`src/rtl/writeback_pkg.sv`:
```
`default_nettype none
// +--------------------------------------------------------------------------+
// | constant : shared opcode/funct codes and writeback-stage types           |
// | Revision : 1.0                                                           |
// +--------------------------------------------------------------------------+
package constant;

  // Instruction class, as driven by execute on op_type.
  localparam logic [1:0] OPT_IMM  = 2'b00;
  localparam logic [1:0] OPT_REG  = 2'b01;
  localparam logic [1:0] OPT_FPU  = 2'b10;
  localparam logic [1:0] OPT_MISC = 2'b11;

  localparam logic [5:0] OP_ADDI   = 6'h08;
  localparam logic [5:0] OP_LW     = 6'h23;
  localparam logic [5:0] OP_SW     = 6'h2b;
  localparam logic [5:0] OP_LW_S   = 6'h31;
  localparam logic [5:0] OP_IN     = 6'h3c;
  localparam logic [5:0] OP_OUT    = 6'h3d;

  localparam logic [5:0] FUNC_ADD  = 6'h20;
  localparam logic [5:0] FUNC_SUB  = 6'h22;
  localparam logic [5:0] FUNC_SUBU = 6'h23;

  localparam logic [5:0] FPU_ADD   = 6'h00;
  localparam logic [5:0] FPU_MUL   = 6'h02;
  localparam logic [5:0] FPU_INV   = 6'h04;
  localparam logic [5:0] FPU_SQRT  = 6'h05;

  localparam logic [1:0] RW_NONE   = 2'd0;
  localparam logic [1:0] RW_INT    = 2'd1;
  localparam logic [1:0] RW_FP     = 2'd2;

  typedef enum logic [2:0] {LC_ALU, LC_LOAD, LC_FINV, LC_FSQRT, LC_UART} lat_class_t;

  typedef enum logic [1:0] {ST_IDLE, ST_WAIT, ST_UART} wb_state_t;

  // Integer r0 is hardwired and code 3 names no register file.
  function automatic logic [1:0] wb_gate_rw(input logic [1:0] rw, input logic [4:0] rd);
    if ((rw == RW_INT && rd == 5'd0) || rw == 2'd3)
      return RW_NONE;
    return rw;
  endfunction

endpackage
`default_nettype wire

```
`src/rtl/writeback_lat_decode.sv`:
```
`default_nettype none
// +--------------------------------------------------------------------------+
// | wb_lat_decode : maps op_type/instr to the instruction's latency class    |
// | Revision      : 1.0                                                      |
// +--------------------------------------------------------------------------+
module wb_lat_decode
  import constant::*;
(
  input  logic [1:0]  op_type,
  input  logic [5:0]  instr,
  output lat_class_t  lat_class
);

  always_comb begin
    lat_class = LC_ALU;
    if (op_type == OPT_IMM) begin
      if (instr == OP_LW || instr == OP_LW_S)
        lat_class = LC_LOAD;
      else if (instr == OP_IN || instr == OP_OUT)
        lat_class = LC_UART;
    end else if (op_type == OPT_FPU) begin
      if (instr == FPU_INV)
        lat_class = LC_FINV;
      else if (instr == FPU_SQRT)
        lat_class = LC_FSQRT;
    end
  end

endmodule
`default_nettype wire

```
`src/rtl/writeback.sv`:
```
`default_nettype none
// +--------------------------------------------------------------------------+
// | writeback : tracks the in-flight instruction and commits the ew_* bundle |
// | Revision  : 1.0                                                          |
// +--------------------------------------------------------------------------+
module writeback
  import constant::*;
#(
  parameter int          LOAD_LAT  = 2,
  parameter int          FINV_LAT  = 2,
  parameter int          FSQRT_LAT = 2,
  parameter logic [31:0] PC_RESET  = 32'h0
) (
  input  logic        clk,
  input  logic        rst,
  input  logic        issue,
  input  logic [5:0]  instr,
  input  logic [1:0]  op_type,
  input  logic [4:0]  rd,
  input  logic [1:0]  rw,
  input  logic [31:0] d_in,
  input  logic [31:0] npc_in,
  input  logic        uart_busy,
  output logic        ready,
  output logic [31:0] ew_d,
  output logic [1:0]  ew_rw,
  output logic [4:0]  ew_rd,
  output logic [31:0] pc,
  output logic        retire,
  output logic [31:0] retired_count
);

  generate
    if (LOAD_LAT < 1 || LOAD_LAT > 7 || FINV_LAT < 1 || FINV_LAT > 7 ||
        FSQRT_LAT < 1 || FSQRT_LAT > 7) begin : g_bad_latency
      $error("writeback: latency parameters must lie in 1..7");
    end
  endgenerate

  localparam logic [2:0] c_load_lat  = LOAD_LAT[2:0];
  localparam logic [2:0] c_finv_lat  = FINV_LAT[2:0];
  localparam logic [2:0] c_fsqrt_lat = FSQRT_LAT[2:0];

  wb_state_t   r_state;
  wb_state_t   w_state_nxt;
  logic [2:0]  r_cnt;
  logic [2:0]  w_cnt_nxt;
  logic [5:0]  r_instr;
  logic [1:0]  r_op_type;
  logic [4:0]  r_rd;
  logic [1:0]  r_rw;
  logic        w_commit;
  logic        w_latch;
  logic [2:0]  w_lat;
  logic [5:0]  w_instr_c;
  logic [1:0]  w_op_type_c;
  logic [4:0]  w_rd_c;
  logic [1:0]  w_rw_c;
  lat_class_t  w_class;

  logic [31:0] r_ew_d;
  logic [1:0]  r_ew_rw;
  logic [4:0]  r_ew_rd;
  logic [31:0] r_pc;
  logic        r_retire;
  logic [31:0] r_retired_count;

  // In IDLE the instruction is still on the inputs; afterwards use the latched copy.
  assign w_instr_c   = (r_state == ST_IDLE) ? instr   : r_instr;
  assign w_op_type_c = (r_state == ST_IDLE) ? op_type : r_op_type;
  assign w_rd_c      = (r_state == ST_IDLE) ? rd      : r_rd;
  assign w_rw_c      = (r_state == ST_IDLE) ? rw      : r_rw;

  wb_lat_decode u_lat_decode (
    .op_type   (w_op_type_c),
    .instr     (w_instr_c),
    .lat_class (w_class)
  );

  always_comb begin
    w_lat = 3'd1;
    case (w_class)
      LC_LOAD:  w_lat = c_load_lat;
      LC_FINV:  w_lat = c_finv_lat;
      LC_FSQRT: w_lat = c_fsqrt_lat;
      default:  w_lat = 3'd1;
    endcase
  end

  always_ff @(posedge clk or posedge rst) begin
    if (rst) begin
      r_state   <= ST_IDLE;
      r_cnt     <= 3'd0;
      r_instr   <= 6'd0;
      r_op_type <= 2'd0;
      r_rd      <= 5'd0;
      r_rw      <= RW_NONE;
    end else begin
      r_state <= w_state_nxt;
      r_cnt   <= w_cnt_nxt;
      if (w_latch) begin
        r_instr   <= instr;
        r_op_type <= op_type;
        r_rd      <= rd;
        r_rw      <= rw;
      end
    end
  end

  always_comb begin
    w_state_nxt = r_state;
    w_cnt_nxt   = r_cnt;
    w_commit    = 1'b0;
    w_latch     = 1'b0;
    case (r_state)
      ST_IDLE: begin
        if (issue) begin
          w_latch = 1'b1;
          if (w_class == LC_UART) begin
            w_state_nxt = ST_UART;
          end else if (w_lat > 3'd1) begin
            w_state_nxt = ST_WAIT;
            w_cnt_nxt   = w_lat - 3'd1;
          end else begin
            w_commit = 1'b1;
          end
        end
      end
      ST_WAIT: begin
        if (r_cnt == 3'd1) begin
          w_commit    = 1'b1;
          w_state_nxt = ST_IDLE;
          w_cnt_nxt   = 3'd0;
        end else begin
          w_cnt_nxt = r_cnt - 3'd1;
        end
      end
      ST_UART: begin
        if (!uart_busy) begin
          w_commit    = 1'b1;
          w_state_nxt = ST_IDLE;
        end
      end
      default: w_state_nxt = ST_IDLE;
    endcase
  end

  always_ff @(posedge clk or posedge rst) begin
    if (rst) begin
      r_ew_d          <= 32'd0;
      r_ew_rw         <= RW_NONE;
      r_ew_rd         <= 5'd0;
      r_pc            <= PC_RESET;
      r_retire        <= 1'b0;
      r_retired_count <= 32'd0;
    end else begin
      r_retire <= w_commit;
      r_ew_rw  <= w_commit ? wb_gate_rw(w_rw_c, w_rd_c) : RW_NONE;
      if (w_commit) begin
        r_ew_d          <= d_in;
        r_ew_rd         <= w_rd_c;
        r_pc            <= npc_in;
        r_retired_count <= r_retired_count + 32'd1;
      end
    end
  end

  assign ready         = (r_state == ST_IDLE);
  assign ew_d          = r_ew_d;
  assign ew_rw         = r_ew_rw;
  assign ew_rd         = r_ew_rd;
  assign pc            = r_pc;
  assign retire        = r_retire;
  assign retired_count = r_retired_count;

endmodule
`default_nettype wire
```
`config.mk`:
```
export PLATFORM = sky130hd
export DESIGN_NAME = writeback
export DESIGN_NICKNAME = d
export VERILOG_FILES = /design/src/rtl/writeback_pkg.sv /design/src/rtl/writeback_lat_decode.sv /design/src/rtl/writeback.sv
export SDC_FILE = /design/constraint.sdc
export NUM_CORES = 1
export LEC_CHECK = 0
export CAP_MARGIN = 30
export CORE_MARGIN = 8
export CORE_UTILIZATION = 45
export CTS_CLUSTER_DIAMETER = 30
export CTS_CLUSTER_SIZE = 28
export DETAILED_ROUTE_END_ITERATION = 8
export PLACE_DENSITY = 0.86
export SYNTH_ARGS = -nofsm -noshare
export SYNTH_HDL_FRONTEND = slang
export SYNTH_SLANG_ARGS = --single-unit
```
`constraint.sdc`:
```
create_clock -name clk -period 5.96 [get_ports clk]
set_input_delay 1.49 -clock clk [delete_from_list [all_inputs] [get_ports clk]]
set_output_delay 1.49 -clock clk [all_outputs]
set_load 0.01 [all_outputs]
```
==> impl_metrics.toml <==
[critical_path]
reg2reg_depth = 8
r2r-end = "ew_d[19]"
cp_num_buf_inv = 4
cp-end-kind = "flip-flop"
critPathMaxStageDelay_ps = 520
path_max_fanout = 46
crit_chain = "clkdlybuf4s50_1, or4b_1, o21ai_1, and4_1, nor2b_1, a221oi_4, buf_4, inv_2, buf_12, mux2_1"
critPathKind = "input port to flip-flop"
rrSetupSlack_ps = 2110
worst_path_dominant_cell_family = "buffers and inverters"
worstPathArrival_ps = 4520
crit_path_top_delay_cell = "or4b_1"
start_kind = "input port"
r2r_start = "r_state[1]"
cp.required_ps = 6250

[floorplan]
die_h_um = 124
die_w_um = 124
initial_core_util_pct = 46.3
fp.dieArea_um2 = 15500
rows = 39
core_um2 = 11400
io_pins = 188

[grt]
grt_pass1_wl_um = 22700
track_usage_pct = 18.3
overflow = 0
antenna_found_initial = 0
grt_pass1_vias = 4227
grt_max_degree = 65

[placed_design]
dpl.hpwl_um = 9780
gp_congestion = 0.807
pre_cts_ws_ps = 1350
portBuffers = 187

[sta]
fin_crit_ps = 4230
worst_slack_ps = 1730
skew_ps = 9.73
worst_slew_pin_slew_ps = 804
slew_viol_final = 0
rsz0062_at_grt = "no"
hold_violations = 0
slew_headroom_pct = 46.4
fmax_mhz = 236
finalSetupTns_ps = 0
setup_viol_count_final = 0
fin_crit_sh_pct = 70.9

[route]
firstDrtPassIters = 4
first_iter_violations = 259
wl_met2_um = 7060
drt_wl_total_um = 13800
ant_nets = 0
drc = 0
wl_per_cell_um = 18.7
wl_met1_um = 5380
wl_met3_um = 1160
vias = 3815
top_layer = "met4"
avgViaCountPerCell = 5.17

[cells_and_area]
nets = 668
final_common_cell = "clkdlybuf4s50_1"
syn2layout_area_growth_pct = 50.5
antenna_cells = 0
n_fill_cell = 809
layout-drive-gt1-share_pct = 19.7
final_cell_mix = "187 x clkdlybuf4s50_1, 124 x dfrtp_1, 60 x mux2_2"

[synthesis]
synth_warnings = 0
ys.flop_type = "dfrtp_1"
synth_edf_count = 0
syn_area_per_cell_um2 = 13.5
synthTopCellsByArea = "dfrtp_1 59%, mux2_2 13%, mux2_4 5.1%"
ys_seq_area_share_pct = 58.8
synthArstFlopShare_pct = 100
netlist_instances = 390
synth.cell_area_um2 = 5280
synth_cell_types = 44
synth_top_area_cell = "dfrtp_1"
synth_top_area_share_pct = 58.8
syn_nets = 476
ys_ff_latch = 124

[pwr]
power.leakage_uw = 0.00347
powerDensity_nw_per_um2 = 465
max-vdd-ir-drop_v = 0.000340

[clock_network]
cts_tree = "yes"
htreeDepth = 4
cts_made_buffers = 17
cts.clk_slew.worst_paths_ps = 50
worstSkewPairLatency_ps = 420
post_cts_buffers = 0
clockRootBuffer = "clkbuf_16"
cts.path.max_buffers = 2
cts_hold_buffers = 0
clock_sinks = 124
cts_resized = 0

[flow_run]
maxCapViolations = 0

[hold_path]
worstHoldStart = "retired_count[31]"
hold_end = "retired_count[31]"
hp-class = "flip-flop to flip-flop"
min_path_cells = 1

[outcome]
status = "completed"
-- final cells by class --
| type | count | area [µm²] | area share [%] |
|---|---|---|---|
| Inverter | 9 | 36.3 | 0.456 |
| Clock inverter | 11 | 214 | 2.69 |
| Tap cell | 143 | 179 | 2.25 |
| Sequential cell | 124 | 3100 | 39.0 |
| Timing Repair Buffer | 191 | 1910 | 24.1 |
| Clock buffer | 21 | 460 | 5.79 |
| Multi-Input combinational cell | 239 | 2040 | 25.7 |
-- cell families after synthesis --
logic type,after synthesis,synth area share [%]
and+or+nand+nor,96,10.4
adders and majority gates,3,0.711
DFF,124,58.8
AOI/OAI and AO/OA,22,2.77
xor gates and xnor gates,33,5.47
buffers and inverters,27,2.56
muxes,85,19.3
-- metrics by stage --
step / util (%) / cell area, µm² / hold WS (ps) / power [µW] / cells
finish: 69.6 / 7950 / 475 / 3700 / 738
global route: 69.6 / 7950 / 491 / 3880 / 738
global placement: 63.7 / 7280 / 466 / 2500 / 706
detailed placement: 63.7 / 7280 / 469 / 2550 / 706
floorplan: - / 5280 / 456 / 1890 / 390
CTS: 69.6 / 7950 / 477 / 3750 / 738
-- sequential cells by signal, indices dropped and copies added (netlist names) --
name and count:
ew_d 32, pc 32, retired_count 32, r_instr 6, ew_rd 5, r_rd 5
r_cnt 3, ew_rw 2, r_op_type 2, r_rw 2, r_state 2, retire 1
-- report_power, final --
group          internal (µW)  switching (µW)  leakage (µW)
Combinational            740             495       0.00164
Clock                    805             371      0.000323
Sequential              1110             175       0.00151
-- how the worst max path moves through the flow --
stage / from / end / slack (ps) / cells past startpoint
2_1_floorplan: rst / ew_d[0] / 1170 / 1
3_3_place_gp: op_type[1] / pc[7] / 1410 / 10
3_5_place_dp: op_type[1] / pc[7] / 1350 / 10
4_1_cts: op_type[1] / pc[7] / 1760 / 10
5_1_grt: op_type[1] / pc[7] / 1580 / 10
6_report: op_type[1] / pc[7] / 1730 / 10
-- routing by layer --
layer | up-vias | track usage (%)
met5 | - | 0
met2 | 138 | 30.5
met1 | 1901 | 19.7
met3 | 23 | 9.11
met4 | 0 | 6.59
li1 | 1753 | -
-- cell usage after synthesis (all sizes together), types with 2 or more instances --
library cell,instances
dfrtp,124
mux2,80
xor2,26
nand2,18
nor3,14
buf,13
nand3,13
nor2,11
o21ai,11
inv,9
nor3b,9
xnor2,7
nor4b,6
clkbuf,5
mux2i,5
nor4,5
a21oi,4
and4,3
ha,3
nand2b,3
nor2b,3
a31oi,2
or4,2
No activity file was read; power rests on OpenSTA's default activity.
